[src/rtl/ctrl_types_pkg.sv]
// Shared types for the put-operation sub-FSM and the parent controller that launches it.
package ctrl_types_pkg;

  typedef enum logic [2:0] {
    IDLE        = 3'd0,
    WAIT_LOOKUP = 3'd1,
    EVICT       = 3'd2,
    WRITE       = 3'd3,
    DONE        = 3'd4
  } put_substate_e;

  typedef enum logic [1:0] {
    UPSERT      = 2'd0,
    INSERT_ONLY = 2'd1,
    UPDATE_ONLY = 2'd2
  } put_mode_e;

  // TIMEOUT sits just past MISSING, which is why the error code needs three bits.
  typedef enum logic [2:0] {
    NONE    = 3'd0,
    FULL    = 3'd1,
    EXISTS  = 3'd2,
    MISSING = 3'd3,
    TIMEOUT = 3'd4
  } put_err_e;

  typedef struct packed {
    logic done;
    logic error;
  } sub_cmd_t;

endpackage

[src/rtl/first_free_enc.sv]
// Priority encoder: one-hot position of the lowest free (zero) slot in an occupancy vector.
module first_free_enc #(
  parameter int NUM_ENTRIES = 16
) (
  input  logic [NUM_ENTRIES-1:0] i_used,
  output logic [NUM_ENTRIES-1:0] o_onehot,
  output logic                   o_any_free
);

  localparam logic [NUM_ENTRIES-1:0] ONE_LSB = {{(NUM_ENTRIES-1){1'b0}}, 1'b1};

  logic [NUM_ENTRIES-1:0] w_carry;

  // Adding one ripples through the low run of ones and sets exactly the lowest zero.
  assign w_carry    = i_used + ONE_LSB;
  assign o_onehot   = w_carry & ~i_used;
  assign o_any_free = ~&i_used;

endmodule

[src/rtl/upsert_evict_fsm.sv]
// Put-operation sub-FSM: upsert / insert-only / update-only into a one-hot indexed cache.
// Define UPSERT_EVICT_EN to evict a round-robin victim when a miss finds every slot used.
module upsert_evict_fsm
  import ctrl_types_pkg::*;
#(
  parameter int NUM_ENTRIES    = 16,
  parameter int LOOKUP_TIMEOUT = 8
) (
  input  logic                   i_clk,
  input  logic                   i_rst,
  input  logic                   i_en,
  input  logic                   i_enter,
  input  put_mode_e              i_mode,
  input  logic                   i_hit_valid,
  input  logic                   i_hit,
  input  logic [NUM_ENTRIES-1:0] i_used,
  input  logic [NUM_ENTRIES-1:0] i_idx_in,
  output logic                   o_select_out,
  output logic                   o_write_out,
  output logic                   o_evict_out,
  output logic [NUM_ENTRIES-1:0] o_idx_out,
  output logic                   o_rdy_out,
  output logic                   o_op_succ,
  output put_err_e               o_err_code,
  output sub_cmd_t               o_cmd
);

  localparam int               CNT_W    = $clog2(LOOKUP_TIMEOUT + 1);
  localparam logic [CNT_W-1:0] CNT_LAST = CNT_W'(LOOKUP_TIMEOUT - 1);
  localparam logic [CNT_W-1:0] CNT_ONE  = CNT_W'(1);

  put_substate_e          r_state;
  logic [CNT_W-1:0]       r_cnt;
  logic [NUM_ENTRIES-1:0] r_idx;
  put_err_e               r_err;
  put_mode_e              r_mode;
`ifdef UPSERT_EVICT_EN
  logic [NUM_ENTRIES-1:0] r_victim;
`endif

  logic [NUM_ENTRIES-1:0] w_free_idx;
  logic                   w_any_free;

  first_free_enc #(
    .NUM_ENTRIES(NUM_ENTRIES)
  ) u_first_free_enc (
    .i_used    (i_used),
    .o_onehot  (w_free_idx),
    .o_any_free(w_any_free)
  );

  // enter restarts from any state and ignores en; everything else advances only with en.
  always_ff @(posedge i_clk) begin
    if (i_rst) begin
      r_state  <= IDLE;
      r_cnt    <= '0;
      r_idx    <= '0;
      r_err    <= NONE;
      r_mode   <= UPSERT;
`ifdef UPSERT_EVICT_EN
      r_victim <= {{(NUM_ENTRIES-1){1'b0}}, 1'b1};
`endif
    end else if (i_enter) begin
      r_state <= WAIT_LOOKUP;
      r_cnt   <= '0;
      r_idx   <= '0;
      r_err   <= NONE;
      r_mode  <= i_mode;
    end else if (i_en) begin
      case (r_state)
        WAIT_LOOKUP: begin
          if (i_hit_valid) begin
            if (i_hit) begin
              if (r_mode == INSERT_ONLY) begin
                r_err   <= EXISTS;
                r_state <= DONE;
              end else begin
                r_idx   <= i_idx_in;
                r_state <= WRITE;
              end
            end else if (r_mode == UPDATE_ONLY) begin
              r_err   <= MISSING;
              r_state <= DONE;
            end else if (w_any_free) begin
              r_idx   <= w_free_idx;
              r_state <= WRITE;
            end else begin
`ifdef UPSERT_EVICT_EN
              r_idx   <= r_victim;
              r_state <= EVICT;
`else
              r_err   <= FULL;
              r_state <= DONE;
`endif
            end
          end else if (r_cnt == CNT_LAST) begin
            r_err   <= TIMEOUT;
            r_state <= DONE;
          end else begin
            r_cnt <= r_cnt + CNT_ONE;
          end
        end
`ifdef UPSERT_EVICT_EN
        EVICT: begin
          r_victim <= {r_victim[NUM_ENTRIES-2:0], r_victim[NUM_ENTRIES-1]};
          r_state  <= WRITE;
        end
`endif
        WRITE:   r_state <= DONE;
        DONE:    r_state <= IDLE;
        default: r_state <= IDLE;
      endcase
    end
  end

  // Strobes and status decode purely from registered state, so they never glitch on inputs.
  always_comb begin
    o_select_out = 1'b0;
    o_write_out  = 1'b0;
    o_evict_out  = 1'b0;
    o_idx_out    = '0;
    o_rdy_out    = 1'b0;
    o_op_succ    = 1'b0;
    o_err_code   = NONE;
    o_cmd        = '0;
    case (r_state)
`ifdef UPSERT_EVICT_EN
      EVICT: begin
        o_evict_out = 1'b1;
        o_idx_out   = r_idx;
      end
`endif
      WRITE: begin
        o_write_out  = 1'b1;
        o_select_out = 1'b1;
        o_idx_out    = r_idx;
      end
      DONE: begin
        o_cmd.done = 1'b1;
        if (r_err == NONE) begin
          o_rdy_out = 1'b1;
          o_op_succ = 1'b1;
        end else begin
          o_cmd.error = 1'b1;
          o_err_code  = r_err;
        end
      end
      default: ;
    endcase
  end

endmodule

[config.mk]
export PLATFORM = sky130hd
export DESIGN_NAME = upsert_evict_fsm
export DESIGN_NICKNAME = d
export VERILOG_FILES = /design/src/rtl/ctrl_types_pkg.sv /design/src/rtl/first_free_enc.sv /design/src/rtl/upsert_evict_fsm.sv
export SDC_FILE = /design/constraint.sdc
export NUM_CORES = 1
export LEC_CHECK = 0
export ABC_AREA = 0
export CAP_MARGIN = 20
export CORE_MARGIN = 2
export CORE_UTILIZATION = 40
export CTS_BUF_LIST = sky130_fd_sc_hd__clkbuf_8
export DETAILED_ROUTE_END_ITERATION = 6
export PLACE_DENSITY = 0.83
export REMOVE_ABC_BUFFERS = 1
export SKIP_CTS_REPAIR_TIMING = 1
export SLEW_MARGIN = 30
export SYNTH_ARGS = -nofsm -noshare
export SYNTH_HDL_FRONTEND = slang
export SYNTH_SLANG_ARGS = --single-unit
[constraint.sdc]
create_clock -name i_clk -period 2.4 [get_ports i_clk]
set_input_delay 0.48 -clock i_clk [delete_from_list [all_inputs] [get_ports i_clk]]
set_output_delay 0.48 -clock i_clk [all_outputs]
set_load 0.05 [all_outputs]
==> impl_metrics.tcl <==
set metrics [dict create \
    status "complete, no violations" \
    numCtsBuffers 3 \
    syn_avg_cell_area_um2 8.190 \
    drc_errors 0 \
    chipHeight_um 72.48 \
    grt_max_degree 22 \
    ys_seq_area_share_pct 29.89 \
    synth.lib_cells_used.distinct 55 \
    cts_tree "done" \
    worst_setup_path_start_kind "flop" \
    setup_slack_ns 0.1660 \
    syn_area_um2 1876 \
    synth_area_leaders "dfxtp_1 30%, mux2i_1 8.0%, and2_1 7.7%" \
    synth.ff_latch_count 28 \
    r2r_cells 5 \
    max_slew_margin_pct 62.12 \
    synth_top_area_share_pct 29.89 \
    setup_viol 0 \
    place_area_um2 2874 \
    pwr-share-clk_pct 34.7 \
    ys.warnings.count 0 \
    internal-power_uw 810.9 \
    dp_slack_ns 0.01243 \
    tightest_slew_ns 0.5682 \
    row_count 24 \
    drive_above_1_share_pct 20.67 \
    grt.total_usage_pct 20.85 \
    hp-start "r_idx[10]" \
    synth-main-ff-cell "dfxtp_1" \
    ctsLongestPathBuffers 2 \
    switching_share_pct 23.75 \
    hold_viol_final 0 \
    ant_nets 0 \
    fmax_mhz 447.6 \
    hold_class "reg2reg" \
    design_area_um2 2952 \
    timing.rr.end "r_idx[14]" \
    core_area_um2 4444 \
    grt_pass1_wl_mm 8.804 \
    drt_wl_total_mm 5.300 \
    holdPathEnd "r_idx[10]" \
    overflow 0 \
    crit_required_ns 1.92 \
    power_switching_uw 252.5 \
    wl_per_cell_um 15.06 \
    r2r_start "r_state[1]" \
    portBuffers 64 \
    min_path_cells 2 \
    area_growth_pct 57.37 \
    root_buffer "clkbuf_8" \
    htree_levels 1 \
    path_clk_slew_ns 0.09 \
    diodes 0 \
    dp_hpwl_mm 4.145 \
    syn_inst 229 \
    r2r_setup_slack_ns 0.67 \
    fin_crit_sh_pct 93.08 \
    drv_cap 0 \
    fin_crit_ns 2.234 \
    synth-edff-count 0 \
    via_per_inst 5.634 \
    synth_common_cells "37 x nand2_1, 28 x dfxtp_1, 23 x and2_1" \
    p_comb_share_pct 20.4 \
    drt_iter0_drc 107 \
    clk_latency_ns 0.27 \
    synth.most_common_cell "nand2_1" \
    crit_type "reg2out" \
    yosys.area.top_type "dfxtp_1" \
    vdd_drop_max_uv 369.6 \
    power.leakage_uw 0.001200 \
    skew_ns 0.003297 \
    die-area_um2 5253 \
    fp.dieW_um 72.48 \
    powerDensity_nw_per_um2 360.3 \
    crit_arrival_ns 1.75 \
    rsz0062_at_grt "no" \
    ioPinCount 66 \
    antenna_found_initial 0 \
    endpoint_kind "output pin" \
    nNetsFinal 342 \
    first_global_vias 1949 \
    finalWeightedCongestion 0.8496 \
    synth-async-reset-ratio_pct 0 \
    firstDrtPassIters 4 \
    worst-path-max-fanout 18 \
    start_util_pct 42.20 \
    seq_power_share_pct 44.9 \
    fin_util_pct 66.41 \
    finalMaxSlewViolations 0 \
    clock_sinks 28 \
    vias 1983 \
]
[logic make-up (layout without fill, tap and decap cells)]
kind of cell | after synthesis | count (layout) | synth area share [%]
AOI/OAI and AO/OA | 40 | 40 | 17.01
xor gates and xnor gates | 3 | 3 | 1.401
adders and majority gates | 1 | 1 | 0.6670
buffers and inverters | 24 | 95 | 6.537
DFF | 28 | 28 | 29.89
muxes | 15 | 15 | 8.005
other | 1 | 1 | 0.1999
and+or+nand+nor | 117 | 117 | 36.29
[cell type report]
| cell class | instances | area [um^2] |
|---|---|---|
| Clock buffer | 3 | 41.29 |
| Clock inverter | 1 | 30.03 |
| Fill cell | 356 | 1493 |
| Inverter | 4 | 15.01 |
| Multi-Input combinational cell | 177 | 1201 |
| Sequential cell | 28 | 560.5 |
| Tap cell | 52 | 65.06 |
| Timing Repair Buffer | 87 | 1039 |
[critical path: stages, from the launching register on]
cell and delay, ns:
dfxtp_1 0.48, and3b_1 0.58, and2_1 0.27, buf_12 0.15
[flip-flops by register name, indices dropped and copies added, names as in the netlist]
name and count:
r_state 3, r_mode 2, r_idx 16, r_cnt 4, r_err 3
[power groups by stage]
stage | registers, uW | clock network [uW] | logic [uW]
global route | 479 | 396 | 233
detailed placement | 488 | 0 | 213
finish | 478 | 369 | 217
global placement | 488 | 0 | 208
CTS | 478 | 376 | 215
floorplan | 486 | 0 | 78.9
[worst max path at each step]
| stage | depth (start not counted) | startpoint | to | slack [ns] |
|---|---|---|---|---|
| finish | 3 | r_state[1] | o_idx_out[14] | 0.17 |
| floorplan | 2 | r_state[2] | o_op_succ | -3.00 |
| detailed placement | 6 | i_used[10] | r_idx[12] | 0.01 |
| CTS | 3 | r_state[1] | o_idx_out[14] | 0.15 |
| global route | 3 | r_state[1] | o_idx_out[12] | 0.02 |
| global placement | 6 | i_used[6] | r_idx[13] | 0.06 |
[stage by stage]
step	total power [uW]	instances	setup TNS, ns	hold WS [ns]
finish	1063	352	0	0.4630
detailed placement	701.4	348	0	0.4544
CTS	1069	352	0	0.4685
global route	1108	352	0	0.4848
floorplan	565.2	209	-7.846	0.4301
global placement	695.7	348	0	0.4393
[layer usage]
metal / wire, um / global-route usage, %
met5: 0 / 0
met4: 99 / 5.967
met3: 320 / 4.444
met2: 2613 / 37.10
met1: 2267 / 25.23
[placed cells by master, fill, tap and decap left out, drive strengths merged, types with 2 or more instances in the layout]
cell and instances:
buf 48, clkdlybuf4s50 39, nand2 37, dfxtp 28, and2 23, mux2i 15, nor2 12, nand3 8
o21ai 7, nor4 7, o41ai 6, o211ai 5, and3b 4, nor3b 4, inv 4, nand4 4
o31ai 3, o211a 3, xnor2 3, clkbuf 3, nand2b 2, nand4b 2, nand4bb 2, a211oi 2
o2111ai 2, nor4b 2, or4 2
Power figures use the tool's default switching activity.
